## src/rtl/uart_sched_pkg.sv

```systemverilog
// Shared types and constants for the UART transmit scheduler.
// Holds the frame-sequencer state encoding, requester ids and a counter-width helper.
package uart_sched_pkg;

    typedef enum logic [2:0] {
        IDLE      = 3'd0,
        REQ       = 3'd1,
        WAIT_BUSY = 3'd2,
        WAIT_DONE = 3'd3,
        GAP       = 3'd4
    } sched_state_e;

    localparam logic REQ_HOST = 1'b0;
    localparam logic REQ_AUX  = 1'b1;

    // Bits needed to hold 0..max_val, never less than one bit.
    function automatic int cnt_width(input int max_val);
        return (max_val < 1) ? 1 : $clog2(max_val + 1);
    endfunction

endpackage

```

## src/rtl/uart_rr_arbiter2.sv

```systemverilog
// Two-way round-robin pick with its last-grant register.
// The pick is purely combinational; the history only moves when a byte is actually taken.
module uart_rr_arbiter2
    import uart_sched_pkg::*;
(
    input  logic       clk,
    input  logic       rst,
    input  logic [1:0] valid_i,
    input  logic       take_i,
    output logic       pick_o
);

    logic last_grant_q;
    logic last_grant_d;

    always_comb begin
        pick_o = REQ_HOST;
        if (valid_i == 2'b10) begin
            pick_o = REQ_AUX;
        end else if (valid_i == 2'b11) begin
            pick_o = ~last_grant_q;
        end
    end

    always_comb begin
        last_grant_d = last_grant_q;
        if (take_i) begin
            last_grant_d = pick_o;
        end
    end

    // Starts as if the aux side was served last so the host wins the first contest.
    always_ff @(posedge clk or posedge rst) begin
        if (rst) begin
            last_grant_q <= REQ_AUX;
        end else begin
            last_grant_q <= last_grant_d;
        end
    end

endmodule

```

## src/rtl/uart_tx_scheduler.sv

```systemverilog
// Arbitrates two byte sources onto one UART transmit interface and sequences one frame per byte.
// A watchdog aborts frames the UART never starts (CTS held off).
//
// state     | meaning
// IDLE      | waiting for an accepted byte
// REQ       | first cycle of the start request
// WAIT_BUSY | start held high until the UART reports busy; watchdog running
// WAIT_DONE | frame in flight, waiting for the done pulse
// GAP       | enforced idle spacing after a frame
module uart_tx_scheduler
    import uart_sched_pkg::*;
#(
    parameter int CTS_TIMEOUT = 1_000_000,
    parameter int GAP_CYCLES  = 0,
    parameter int CNT_W       = 16
) (
    input  logic             clk,
    input  logic             rst,
    input  logic             enable_in,
    input  logic             req0_valid_in,
    input  logic [7:0]       req0_data_in,
    output logic             req0_ready_out,
    input  logic             req1_valid_in,
    input  logic [7:0]       req1_data_in,
    output logic             req1_ready_out,
    output logic [7:0]       uart_tx_data_out,
    output logic             uart_start_tx_out,
    input  logic             uart_tx_busy_in,
    input  logic             uart_tx_done_in,
    output logic             grant_id_out,
    output logic             sched_busy_out,
    output logic             timeout_err_out,
    output logic [CNT_W-1:0] frames_sent_out
);

    localparam int WD_W = cnt_width(CTS_TIMEOUT);
    localparam int GP_W = cnt_width(GAP_CYCLES);
    localparam logic [WD_W-1:0] WD_TC    = WD_W'(CTS_TIMEOUT);
    localparam logic [GP_W-1:0] GAP_LOAD = GP_W'((GAP_CYCLES > 0) ? GAP_CYCLES - 1 : 0);
    localparam sched_state_e    AFTER_FRAME = (GAP_CYCLES > 0) ? GAP : IDLE;

    sched_state_e     state_q, state_d;
    logic [7:0]       data_q, data_d;
    logic             grant_q, grant_d;
    logic [WD_W-1:0]  wdog_q, wdog_d;
    logic [GP_W-1:0]  gap_q, gap_d;
    logic [CNT_W-1:0] frames_q, frames_d;

    logic            take;
    logic            pick;
    logic            start_tx;
    logic            abort;
    logic [WD_W-1:0] wdog_inc;

    // Ready is held low while reset is asserted so every output reads 0 in reset.
    assign take = (state_q == IDLE) & enable_in & (req0_valid_in | req1_valid_in) & ~rst;

    uart_rr_arbiter2 u_arb (
        .clk     (clk),
        .rst     (rst),
        .valid_i ({req1_valid_in, req0_valid_in}),
        .take_i  (take),
        .pick_o  (pick)
    );

    assign req0_ready_out = take & (pick == REQ_HOST);
    assign req1_ready_out = take & (pick == REQ_AUX);

    assign wdog_inc = (wdog_q == WD_TC) ? wdog_q : wdog_q + 1'b1;

    always_comb begin
        state_d  = state_q;
        data_d   = data_q;
        grant_d  = grant_q;
        wdog_d   = wdog_q;
        gap_d    = gap_q;
        frames_d = frames_q;
        start_tx = 1'b0;
        abort    = 1'b0;

        case (state_q)
            IDLE: begin
                if (take) begin
                    data_d  = (pick == REQ_AUX) ? req1_data_in : req0_data_in;
                    grant_d = pick;
                    wdog_d  = '0;
                    state_d = REQ;
                end
            end
            REQ: begin
                start_tx = 1'b1;
                state_d  = WAIT_BUSY;
            end
            WAIT_BUSY: begin
                start_tx = 1'b1;
                wdog_d   = wdog_inc;
                if (uart_tx_busy_in) begin
                    state_d = WAIT_DONE;
                end else if (uart_tx_done_in) begin
                    // Busy was too short to see; the done pulse still completes the frame.
                    frames_d = frames_q + 1'b1;
                    gap_d    = GAP_LOAD;
                    state_d  = AFTER_FRAME;
                end else if (wdog_inc == WD_TC) begin
                    abort   = 1'b1;
                    gap_d   = GAP_LOAD;
                    state_d = AFTER_FRAME;
                end
            end
            WAIT_DONE: begin
                if (uart_tx_done_in) begin
                    frames_d = frames_q + 1'b1;
                    gap_d    = GAP_LOAD;
                    state_d  = AFTER_FRAME;
                end
            end
            GAP: begin
                if (gap_q == '0) begin
                    state_d = IDLE;
                end else begin
                    gap_d = gap_q - 1'b1;
                end
            end
            default: begin
                state_d = IDLE;
            end
        endcase
    end

    always_ff @(posedge clk or posedge rst) begin
        if (rst) begin
            state_q  <= IDLE;
            data_q   <= '0;
            grant_q  <= 1'b0;
            wdog_q   <= '0;
            gap_q    <= '0;
            frames_q <= '0;
        end else begin
            state_q  <= state_d;
            data_q   <= data_d;
            grant_q  <= grant_d;
            wdog_q   <= wdog_d;
            gap_q    <= gap_d;
            frames_q <= frames_d;
        end
    end

    // Start is decoded from the state register alone, so an async reset removes it at once.
    assign uart_start_tx_out = start_tx;
    assign timeout_err_out   = abort;
    assign uart_tx_data_out  = data_q;
    assign grant_id_out      = grant_q;
    assign sched_busy_out    = (state_q != IDLE);
    assign frames_sent_out   = frames_q;

endmodule

```

## config.mk

```make
export PLATFORM = sky130hd
export DESIGN_NAME = uart_tx_scheduler
export DESIGN_NICKNAME = d
export VERILOG_FILES = /design/src/rtl/uart_sched_pkg.sv /design/src/rtl/uart_rr_arbiter2.sv /design/src/rtl/uart_tx_scheduler.sv
export SDC_FILE = /design/constraint.sdc
export NUM_CORES = 1
export LEC_CHECK = 0
export ABC_CLOCK_PERIOD_IN_PS = 4500
export CAP_MARGIN = 20
export CORE_MARGIN = 2
export CORE_UTILIZATION = 45
export CTS_CLUSTER_SIZE = 24
export DETAILED_ROUTE_END_ITERATION = 6
export GPL_ROUTABILITY_DRIVEN = 0
export PLACE_DENSITY_LB_ADDON = 0.12
export SLEW_MARGIN = 10
export SYNTH_ARGS = -nofsm -noshare
export SYNTH_HDL_FRONTEND = slang
export SYNTH_SLANG_ARGS = --single-unit
```

## constraint.sdc

```tcl
create_clock -name clk -period 4.5 [get_ports clk]
set_clock_uncertainty 0.1 [all_clocks]
set_input_delay 1.35 -clock clk [delete_from_list [all_inputs] [get_ports clk]]
set_output_delay 1.35 -clock clk [all_outputs]
set_load 0.1 [all_outputs]
```

==> parameters.txt <==
Parameter                              Value

Die
  Die width    81.5 µm
  Die Y-Extent    81.5 µm
  Floorplan core area    between 5000 and 6000 µm²
  Die ar.    6640 µm²
  Initial core utilization    46.2%
  Number of standard-cell rows in the floorplan    28
  I/O pin count    53

Drt
  Final wirelength    6.36 mm
  Total number of vias    2399
  Antenna Violating Nets Remaining    0
  First-pass iteration count of the detailed router    4
  Mean routed wirelength per cell    ~15 µm
  Ratio of routed vias to standard cells    5.62
  Initial detailed-routing violation count    169
  DRC Markers    0

Critical path
  Worst r2r path cells    8
  Worst flop-to-flop path endpoint    frames_sent_out[9]
  Data arrival time of the critical path    ~2.8 ns
  Critical-path maximum fanout    7
  Data required time of the worst path    3.05 ns
  Source of the worst register-to-register timing path    state_q[0]
  FF-to-FF setup slack    1.67 ns
  Type of origin of the critical path    register
  Launching instance or port of the critical path    wdog_q[3]
  Kind of critical path    reg -> out
  Sort of element at the end of the critical path    primary output

Worst hold path
  Type of the tightest min-delay check    reg -> reg
  Start point of the worst hold path    frames_sent_out[15]
  Destination of the worst hold path    frames_sent_out[15]
  Worst hold path stage count    1

Timing
  Crit share post-route    95.0%
  Slew margin rel.    34.0%
  Final TNS setup    0 ns
  Setup ws final    0.227 ns
  Slew at the pin closest to its max-slew limit    0.988 ns
  Slew Viols, Final    0
  Number of setup violations in the final report    0
  Minimum period implied by the final worst setup slack    4.27 ns
  Peak clock frequency supported by timing    234 MHz
  Setup repair after global routing missed its margin    false
  Number of failing hold endpoints at the final stage    0

Synthesis
  Unique masters post-synth    44
  EDFF count, synth    0
  Netlist Area Pre-Place    2700 µm²
  Number of instances in the synthesized netlist    between 200 and 300
  Yosys warning total    0
  Post-synthesis average cell area    between 9 and 10 µm²
  Total of flip-flops plus latches after synthesis    48
  Leading register cell type out of synthesis    sky130_fd_sc_hd__dfrtp_1
  Register area share after synthesis    44.5%
  Share of flip-flops with an asynchronous set or reset    100%
  Synthesized Nets    324

Layout
  Final #Nets    380
  Growth of design area from synthesis to finish    29.0%
  Fraction of final layout cells with drive strength greater than 1    9.66%
  Leading cell types in the layout, fill and taps excluded    sky130_fd_sc_hd__dfrtp_1 (47), sky130_fd_sc_hd__clkdlybuf4s50_1 (47), sky130_fd_sc_hd__o21ai_0 (31), sky130_fd_sc_hd__nand2_1 (24), sky130_fd_sc_hd__nor2_1 (21)
  ANT cells    0

Global route
  GRT Total Usage    21.1%
  GRT met3 Usage    2.64%
  Number of antenna violations at the first check in global routing    0
  Maximum number of pins on one net before global-route repair    49
  Remaining Overflow, GRT    0
  Met2 Usage GRT    36.2%
  Top Usage Layer GRT    met2
  Met1 GRT Util    around 28%
  Wire length of the first global-routing pass    10.9 mm
  Number of global-route vias before repair    2335

Run
  MaxCap Viol Count    0

Clocking
  TritonCTS clock tree    built
  Clock buffers created by TritonCTS    5
  Clock latency reported for the late side of the worst-skew pair    roughly 0.30 ns
  Cell at the root of the clock tree    sky130_fd_sc_hd__clkbuf_8
  Level count of the clock H-tree    2
  CTS clk-pin slew, worst paths    0.09 ns
  Post-cts hold buffer count    0
  Maximum buffer depth of the clock tree    2
  CTS Sinks    between 40 and 50

Power and ir drop
  Leakage power summed over all cells    0.00146 µW
  Peak VDD IR    slightly above 0.7 mV
  Power per Cell Area    around 570 nW/µm²
  Total power    1980 µW

Outcome
  Status    finished clean

Placed design
  DP HPWL    4.57 mm
  Worst slack at placement    0.455 ns
  Count of input and output buffers    52
## cells in the mapped netlist (2+ instances only)
library cell	count	area [µm²]
sky130_fd_sc_hd__mux2i_1	3	30.0
sky130_fd_sc_hd__o31ai_1	9	67.6
sky130_fd_sc_hd__a31oi_1	2	12.5
sky130_fd_sc_hd__o41ai_1	3	26.3
sky130_fd_sc_hd__a2111o_1	2	22.5
sky130_fd_sc_hd__a211oi_1	2	15.0
sky130_fd_sc_hd__and4_1	4	35.0
sky130_fd_sc_hd__ha_1	6	75.1
sky130_fd_sc_hd__a222oi_1	8	80.1
sky130_fd_sc_hd__nand3_1	21	105
sky130_fd_sc_hd__nand2_1	24	90.1
sky130_fd_sc_hd__mux2_2	2	22.5
sky130_fd_sc_hd__dfrtp_1	47	1180
sky130_fd_sc_hd__xor2_1	4	35.0
sky130_fd_sc_hd__xnor2_1	14	123
sky130_fd_sc_hd__inv_1	19	71.3
sky130_fd_sc_hd__o22ai_1	2	12.5
sky130_fd_sc_hd__o21ai_0	31	155
sky130_fd_sc_hd__clkbuf_1	8	30.0
sky130_fd_sc_hd__nor3_1	5	25.0
sky130_fd_sc_hd__nand4_1	11	68.8
sky130_fd_sc_hd__nor2b_1	2	12.5
sky130_fd_sc_hd__nand2b_1	5	31.3
sky130_fd_sc_hd__a22oi_1	2	15.0
sky130_fd_sc_hd__buf_2	2	10.0
sky130_fd_sc_hd__nand3b_1	4	30.0
sky130_fd_sc_hd__nor2_1	21	78.8
sky130_fd_sc_hd__a21o_1	2	15.0
sky130_fd_sc_hd__and3_1	9	56.3
sky130_fd_sc_hd__a21oi_1	7	35.0
## what timing repair did
action                     CTS  global route
setup endpoints to repair    0             1
gates resized for setup      0             2
buffers inserted             0             0
## power breakdown
group          switching, µW  internal, µW
logic                    820           290
clock network            146           124
registers               82.6           518
total                   1050           932
## critical path, stage by stage, from the launching register on
cell                       delay [ns]
sky130_fd_sc_hd__dfrtp_1         0.46
sky130_fd_sc_hd__nor4b_1         0.44
sky130_fd_sc_hd__nand3b_1        0.12
sky130_fd_sc_hd__or4_4           0.46
sky130_fd_sc_hd__mux2i_1         0.14
sky130_fd_sc_hd__a2111o_1        0.47
sky130_fd_sc_hd__nor4_4          0.22
sky130_fd_sc_hd__buf_12          0.21
## flip-flops by register name, indices dropped and copies added, names as in the netlist
register	count
wdog_q	20
frames_sent_out	16
uart_tx_data_out	8
state_q	2
grant_id_out	1
u_arb.last_grant_q	1
## metal layers
| layer | wire length [µm] | part of all wire, % |
|---|---|---|
| met3 | 203 | 3.2 |
| met1 | 3050 | 48 |
| met2 | 3090 | 49 |
| met5 | 0 | 0 |
| met4 | 20 | 0.31 |
## per-stage QoR
| stage | utilization, % | cell area [µm²] | cells | hold slack (ns) |
|---|---|---|---|---|
| after floorplan | - | 2720 | 295 | 0.346 |
| after global placement | 57.5 | 3360 | 418 | 0.361 |
| after detailed placement | 57.5 | 3360 | 418 | 0.369 |
| after CTS | 59.2 | 3460 | 426 | 0.382 |
| after global routing | 59.6 | 3490 | 427 | 0.415 |
| final | 59.6 | 3490 | 427 | 0.374 |
## area by class of cell
type,instances,area [µm²]
clock buffers,6,82.6
clock inverters,2,15.0
fillers,504,2360
inverters,19,71.3
multi-input cells,216,1400
flip-flops and latches,48,1200
well taps,75,93.8
repair buffers,61,626
## cell families (layout without fill, tap and decap cells)
kind of cell | Yosys count | after routing | synth area share [%]
simple gates | 112 | 112 | 21.7
compound gates | 75 | 75 | 18.4
flops | 48 | 48 | 44.5
buf+inv | 31 | 88 | 4.81
xor+xnor | 18 | 18 | 5.83
fa+ha+maj | 6 | 6 | 2.78
mux | 5 | 5 | 1.94
## worst max path at each step
stage | to | slack, ns
3_3_place_gp | timeout_err_out | 0.49
2_1_floorplan | timeout_err_out | 0.004
3_5_place_dp | timeout_err_out | 0.45
5_1_grt | timeout_err_out | 0.06
4_1_cts | timeout_err_out | 0.09
6_report | timeout_err_out | 0.23
Power figures use the tool's default switching activity.
